<file path="src/rtl/pio_edge_irq_db.sv">
// rtl/pio_edge_irq_db.sv - Avalon-MM input PIO with per-bit debounce, edge-mode capture, IRQ and event counter
module pio_edge_irq_db #(
  parameter int WIDTH            = 4,
  parameter int SYNC_STAGES      = 2,
  parameter int CNT_W            = 16,
  parameter int DEBOUNCE_DEFAULT = 50000
) (
  input  logic             clk,
  input  logic             reset_n,
  input  logic [2:0]       address,
  input  logic             chipselect,
  input  logic             write_n,
  input  logic [31:0]      writedata,
  output logic [31:0]      readdata,
  input  logic [WIDTH-1:0] in_port,
  output logic             irq
);

  localparam logic [2:0] A_DATA   = 3'd0;
  localparam logic [2:0] A_MODE   = 3'd1;
  localparam logic [2:0] A_MASK   = 3'd2;
  localparam logic [2:0] A_CAP    = 3'd3;
  localparam logic [2:0] A_THRESH = 3'd4;
  localparam logic [2:0] A_RAW    = 3'd5;
  localparam logic [2:0] A_EVENTS = 3'd6;

  logic                 wr_en;
  logic [WIDTH-1:0]     sync_q [SYNC_STAGES];
  logic [WIDTH-1:0]     s;
  logic [WIDTH-1:0]     deb;
  logic [WIDTH-1:0]     deb_d;
  logic [CNT_W-1:0]     cnt [WIDTH];
  logic [CNT_W:0]       cnt_inc [WIDTH];
  logic [CNT_W-1:0]     thresh;
  logic [CNT_W-1:0]     t_eff;
  logic [2*WIDTH-1:0]   mode;
  logic [WIDTH-1:0]     irq_mask;
  logic [WIDTH-1:0]     edge_capture;
  logic [15:0]          events;
  logic [WIDTH-1:0]     rise;
  logic [WIDTH-1:0]     fall;
  logic [WIDTH-1:0]     ev;
  logic [31:0]          rd_mux;
  logic                 unused_wdata;

  assign wr_en        = chipselect & ~write_n;
  assign unused_wdata = ^writedata;

  always_ff @(posedge clk or negedge reset_n) begin
    if (!reset_n) begin
      for (int k = 0; k < SYNC_STAGES; k++) sync_q[k] <= '0;
    end else begin
      sync_q[0] <= in_port;
      for (int k = 1; k < SYNC_STAGES; k++) sync_q[k] <= sync_q[k-1];
    end
  end

  assign s = sync_q[SYNC_STAGES-1];

  // THRESH of 0 behaves like 1; the extra counter bit keeps cnt+1 from wrapping.
  assign t_eff = (thresh == '0) ? CNT_W'(1) : thresh;

  always_comb begin
    for (int i = 0; i < WIDTH; i++) cnt_inc[i] = {1'b0, cnt[i]} + (CNT_W+1)'(1);
  end

  always_ff @(posedge clk or negedge reset_n) begin
    if (!reset_n) begin
      deb   <= '0;
      deb_d <= '0;
      for (int i = 0; i < WIDTH; i++) cnt[i] <= '0;
    end else begin
      deb_d <= deb;
      for (int i = 0; i < WIDTH; i++) begin
        if (s[i] == deb[i]) begin
          cnt[i] <= '0;
        end else if (cnt_inc[i] >= {1'b0, t_eff}) begin
          deb[i] <= s[i];
          cnt[i] <= '0;
        end else begin
          cnt[i] <= cnt_inc[i][CNT_W-1:0];
        end
      end
    end
  end

  assign rise = deb & ~deb_d;
  assign fall = ~deb & deb_d;

  always_comb begin
    ev = '0;
    for (int i = 0; i < WIDTH; i++) begin
      case (mode[2*i +: 2])
        2'b00:   ev[i] = rise[i];
        2'b01:   ev[i] = fall[i];
        2'b10:   ev[i] = rise[i] | fall[i];
        default: ev[i] = 1'b0;
      endcase
    end
  end

  always_ff @(posedge clk or negedge reset_n) begin
    if (!reset_n) begin
      mode     <= '0;
      irq_mask <= '0;
      thresh   <= CNT_W'(DEBOUNCE_DEFAULT);
    end else if (wr_en) begin
      case (address)
        A_MODE:   mode     <= writedata[2*WIDTH-1:0];
        A_MASK:   irq_mask <= writedata[WIDTH-1:0];
        A_THRESH: thresh   <= writedata[CNT_W-1:0];
        default:  ;
      endcase
    end
  end

  // A new event outranks a same-cycle clear so no edge is lost.
  always_ff @(posedge clk or negedge reset_n) begin
    if (!reset_n) begin
      edge_capture <= '0;
    end else begin
      for (int i = 0; i < WIDTH; i++) begin
        if (ev[i]) begin
          edge_capture[i] <= 1'b1;
        end else if (wr_en && address == A_CAP && writedata[i]) begin
          edge_capture[i] <= 1'b0;
        end
      end
    end
  end

  always_ff @(posedge clk or negedge reset_n) begin
    if (!reset_n) begin
      events <= '0;
    end else if (wr_en && address == A_EVENTS) begin
      events <= {15'd0, |ev};
    end else if (|ev && events != 16'hFFFF) begin
      events <= events + 16'd1;
    end
  end

  always_comb begin
    rd_mux = '0;
    case (address)
      A_DATA:   rd_mux[WIDTH-1:0]   = deb;
      A_MODE:   rd_mux[2*WIDTH-1:0] = mode;
      A_MASK:   rd_mux[WIDTH-1:0]   = irq_mask;
      A_CAP:    rd_mux[WIDTH-1:0]   = edge_capture;
      A_THRESH: rd_mux[CNT_W-1:0]   = thresh;
      A_RAW:    rd_mux[WIDTH-1:0]   = s;
      A_EVENTS: rd_mux[15:0]        = events;
      default:  ;
    endcase
  end

  always_ff @(posedge clk or negedge reset_n) begin
    if (!reset_n) readdata <= '0;
    else          readdata <= rd_mux;
  end

  assign irq = |(edge_capture & irq_mask);

endmodule

</file>
<file path="config.mk">
export PLATFORM = sky130hd
export DESIGN_NAME = pio_edge_irq_db
export DESIGN_NICKNAME = d
export VERILOG_FILES = /design/src/rtl/pio_edge_irq_db.sv
export SDC_FILE = /design/constraint.sdc
export NUM_CORES = 1
export LEC_CHECK = 0
export ABC_AREA = 1
export CAP_MARGIN = 20
export CORE_UTILIZATION = 45
export DETAILED_ROUTE_END_ITERATION = 6
export HOLD_SLACK_MARGIN = 0.1
export SYNTH_ARGS = -nofsm -noshare
export SYNTH_HDL_FRONTEND = slang
export SYNTH_SLANG_ARGS = --single-unit
</file>
<file path="constraint.sdc">
create_clock -name clk -period 4.7 [get_ports clk]
set_input_delay 0.94 -clock clk [delete_from_list [all_inputs] [get_ports clk]]
set_output_delay 0.94 -clock clk [all_outputs]
set_load 0.005 [all_outputs]
</file>
== Word level (Yosys, flattened, before mapping) ==
Cells that the tools add are included.

* Register bits after elaboration: 144
* Input port bits: 43
* Output and inout bits: 33
* Logic and storage cells: 116

* Add/subtract/negate cells: 5
* Magnitude comparators: 4
* Eq/ne operators: 19
* Muxes and demuxes: 26
* Bitwise logic cells: 15
* Reduce and logical (&&, ||, !) cells: 27

{| class="wikitable"
|+ Operators by type and width
! cell !! number
|-
| 2-to-1 mux 16 bit || 11
|-
| adder 16 x 1 -> 17 bit (second input constant) || 4
|-
| >= comparator 17 x 16 -> 1 bit || 4
|-
| one-hot mux 4 bit (7 select lines) || 1
|-
| adder 16 x 1 -> 16 bit (second input constant) || 1
|-
| logical NOT 16 bit || 1
|-
| inequality test 16 bit (second input constant) || 1
|-
| one-hot mux 8 bit (2 select lines) || 1
|-
| AND reduction 2 bit || 7
|-
| AND 4 bit || 3
|-
| one-hot mux 1 bit (3 select lines) || 4
|-
| one-hot mux 4 bit (3 select lines) || 1
|-
| nonzero test 2 bit || 5
|-
| == test 3 bit (second input constant) || 3
|-
| == test 2 x 1 -> 1 bit (second input constant) || 4
|-
| == test 2 bit (second input constant) || 4
|-
| logical NOT 2 bit || 4
|-
| 2-to-1 mux 1 bit || 8
|-
| NOT 4 bit || 2
|-
| OR reduction 4 bit || 2
|-
| logical AND 1 bit || 7
|-
| == test 3 x 2 -> 1 bit (second input constant) || 2
|-
| NOT 1 bit || 5
|-
| == test 1 bit || 4
|-
| 4 further kinds || 7
|}

== Depth between registers and ports, before layout ==
* Word-level depth: 8
* Depth in mapped cells: 19
* Gate-level depth less buffers: 19

== Worst setup path before layout ==
OpenSTA, ideal clock, no wires.

* Kind: register -> register
* Start point: register cnt[0] (netlist name)
* End point: register cnt[11] (netlist name)
* Setup time: 0.072 ns
* Arrival: 2.573 ns
* Data required time: 4.628 ns
* Slack: 2.055 ns
* Stages on the path, launching flop included: 17
* Path buffers: 1
* Clock period less this slack: 2.645 ns
* Cells stage by stage: dfrtp_1 -> ha_1 -> nand2_1 -> nor2_1 -> nand2_1 -> nor3_1 -> nand3_1 -> xor2_1 -> inv_1 -> ha_1 -> a21o_1 -> o21bai_1 -> nand2_1 -> a21oi_1 -> nand3_2 -> buf_4 -> nor2_1

* Longest elaborated chain between the ends: 4

{| class="wikitable"
|+ RTL lines
! element !! line !! text
|-
| start: declaration || 32 || <nowiki>logic [CNT_W-1:0] cnt [WIDTH];</nowiki>
|-
| start signal: indexed assignment || 81 || <nowiki>cnt[i] <= cnt_inc[i][CNT_W-1:0];</nowiki>
|-
| adder 16 x 1 -> 17 bit (*) || 64 || <nowiki>for (int i = 0; i < WIDTH; i++) cnt_inc[i] = {1'b0, cnt[i]} + (CNT_W+1)'(1);</nowiki>
|-
| >= comparator 17 x 16 -> 1 bit || 77 || <nowiki>end else if (cnt_inc[i] >= {1'b0, t_eff}) begin</nowiki>
|-
| 2-to-1 mux 16 bit (*) || 77 ||
|-
| 2-to-1 mux 16 bit (*) || 75 || <nowiki>if (s[i] == deb[i]) begin</nowiki>
|}

Mark *: on every way between the ends. The rest lies on a longest branch, timed or not.
A chain may end at the register's enable or synchronous reset.

== Worst setup path in the final report ==
* Start point: register cnt[0] (netlist name)
* End point: register cnt[10] (netlist name)

The elaborated chain is that of the path after synthesis.

==> metrics.md <==
| Metric | Value |
|---|---|
| Status | `complete, no violations` |
| Crit path launch | `cnt[0]` |
| Port Buf Inserts | `43` |
| Clk_skew | `0.00964 ns` |
| Overall power | `3.42 mW` |
| Die H | `143 um` |
| RSZ-0062 raised after global routing | `no` |
| Die area | `0.0203 mm^2` |
| Post-Syn Area | `0.00889 mm^2` |
| Hold Path Origin | `sync_q[5]` |
| Min Clock Period, post-route | `3.28 ns` |
| Synthesized area per cell | `7.99 um^2` |
| Cells after synthesis | `1112` |
| Antenna violations before repair | `0` |
| Final Worst Setup Slack | `1.42 ns` |
| Delay-heaviest family, CP | `simple AND/OR/NAND/NOR gates` |
| Final Cell Area | `0.0101 mm^2` |
| Max cap viols | `0` |
| Slew of the pin with the lowest slew margin | `1.01 ns` |
| Placer Congestion | `0.884` |
| # Post-CTS Setup Buffers | `0` |
| Slew HR | `0.324` |
| Final Util | `0.520` |
| Worst-Skew Late Latency | `0.44 ns` |
| Net count, final | `1281` |
| DRT iter0 DRCs | `341` |
| Synthesized flop and latch total | `144` |
| Min-Delay Path Class | `reg -> reg` |
| Max-slew violations | `0` |
| Number of diodes | `0` |
| Worst Setup Start Kind | `register` |
| Total number of vias | `7001` |
| Yosys cell types | `45` |
| Maximum vdd ir drop | `0.000236 V` |
| Largest net degree at the start of global routing | `89` |
| CTS tree | `yes` |
| Bufs and invs on worst path | `1` |
| Pwr Density | `339 mW/mm^2` |
| First-pass GRT wire length | `34400 um` |
| Pleak | `5.20 nW` |
| Row count | `51` |
| Worst Path Required | `5.05 ns` |
| Gr usage total | `0.222` |
| Total gr overflow | `0` |
| Initial Utilization | `0.458` |
| Max Clk Rate | `0.305 GHz` |
| Vias in the first global route | `6749` |
| Root buffer cell | `clkbuf_16` |
| Post-synth top area share | `0.388` |
| CP cell instances | `ha_1, nand2_1, nor2_1, nand2_1, nor3_1, nand3_1, xor2_1, inv_1, ha_1, a21o_1, o21bai_1, nand2_1, a21oi_1, nand3_2, nor2_1` |
| Dpl hpwl | `15100 um` |
| Die X | `143 um` |
| Post-synth EDFFs | `0` |
| Setup tns final | `0 ns` |
| Most used cell, CP | `nand2_1` |
| CTS H-Tree Depth | `4` |
| Drt pass-1 iters | `4` |
| Synth-to-Final Area Change | `13.5%` |
| Buffer depth of the longest clock path | `2` |
| Clock slew seen by the registers of the worst setup and hold paths | `0.07 ns` |
| Final Hold Vio Count | `0` |
| Cts bufs inserted | `17` |
| Final setup violation count | `0` |
| Drc violations | `0` |
| Register area share after synthesis | `0.406` |
| Share of cells above drive strength 1 | `0.0647` |
| Largest area contributor in the netlist | `dfrtp_1` |
| Max FO, Critical Path | `16` |
| CTS resizes | `0` |
| Drt total wl | `20500 um` |
| Area of placed instances | `0.00952 mm^2` |
| DRT antenna net count | `0` |
| CP max stage cell | `dfrtp_1` |
| Critical path type | `reg -> reg` |
| CP arrival | `3.63 ns` |
| Post-synthesis async set-or-reset flop share | `1.00` |
| IO Count | `76` |
| # hold bufs at CTS | `0` |
| Clock sink total | `144` |
| Worst path max stage delay | `0.42 ns` |
| Fin crit share | `0.697` |
| Worst setup EP type | `register` |
| Synth top area cells | `dfrtp_1, ha_1, nand2_1, inv_1, nor2_1` |
| Core region area | `0.0194 mm^2` |
| Main synth FF type | `dfrtp_1` |
| Post-DR wirelength/cell | `14.3 um` |
| Ys Warns | `0` |
| RR Startpoint | `cnt[0]` |
| Routed vias/inst | `4.87` |
| Pre-CTS setup slack | `1.39 ns` |
## per-layer routing
| layer | global-route usage | vias up | wire (um) |
|---|---|---|---|
| li1 | - | 3612 | - |
| met1 | 0.305 | 3244 | 10100 |
| met2 | 0.363 | 126 | 9420 |
| met3 | 0.0384 | 19 | 835 |
| met4 | 0.0543 | 0 | 223 |
| met5 | 0 | - | 0 |
## power breakdown
part / leakage [nW] / internal, mW / switching, mW
clock: 0.275 / 0.704 / 0.624
sequential: 1.89 / 1.35 / 0.0949
combinational: 3.04 / 0.226 / 0.421
total: 5.20 / 2.28 / 1.14
## cell usage in the layout (no fill, tap or decap), types with 17 or more instances in the layout
cell and count:
ha_1 77, dfrtp_1 138, nor2_1 128, nand3_1 73
nor3_1 22, inv_1 181, a21oi_1 32, xor2_1 49
clkdlybuf4s50_1 42, nand2_1 230, clkbuf_16 17, o21ai_0 35
## sequential cells by signal (all words and copies together) (netlist names), 8 cells and up
name / count
cnt: 64
readdata: 16
events: 16
thresh: 16
mode: 8
## Yosys cell counts (all sizes together) (2+ instances only)
| cell | n |
|---|---|
| xnor2 | 7 |
| nand2 | 234 |
| nor2 | 148 |
| nor4 | 2 |
| nor3 | 24 |
| a21o | 5 |
| clkbuf | 6 |
| nand4 | 15 |
| a22oi | 2 |
| dfstp | 6 |
| o21ai | 40 |
| inv | 182 |
| o21a | 3 |
| dfrtp | 138 |
| o221ai | 4 |
| o22ai | 10 |
| ha | 77 |
| a221oi | 2 |
| o2111ai | 2 |
| a21oi | 32 |
| a31o | 2 |
| xor2 | 49 |
| nand3 | 76 |
| buf | 25 |
| nor3b | 2 |
| o21bai | 7 |
| nand3b | 8 |
## logic make-up after synthesis
| logic type | Yosys count | share of synthesized area |
|---|---|---|
| XOR/XNOR | 56 | 0.0552 |
| buffers and inverters | 213 | 0.101 |
| AO/OA/AOI/OAI | 110 | 0.0729 |
| adder cells (fa/ha/maj) | 77 | 0.108 |
| flip-flops | 144 | 0.406 |
| AND/OR/NAND/NOR | 511 | 0.256 |
| other | 1 | 0.000422 |
## path summary, 6_finish.rpt
check	cells after the start	end	slack, ns
min in group asynchronous	1	events[0]	0.56
worst max-delay path	15	cnt[10]	1.42
worst min-delay path	0	s[1]	0.35
worst max register to register	15	cnt[10]	1.42
max in group asynchronous	2	thresh[6]	3.14
worst min register to register	0	s[1]	0.35
## metrics by stage
stage               instances  hold slack, ns
global route             1439           0.359
finish                   1439           0.349
CTS                      1439           0.351
global placement         1407           0.333
floorplan                1127           0.331
detailed placement       1407           0.335
## cell type report
type                    instances  area (um^2)
fillers                      1970         9310
well taps                     265          332
flip-flops and latches        144         3610
multi-input cells             770         4440
clock buffers                  17          425
inverters                     182          683
repair buffers                 46          454
clock inverters                15          141
Power figures use the tool's default switching activity.
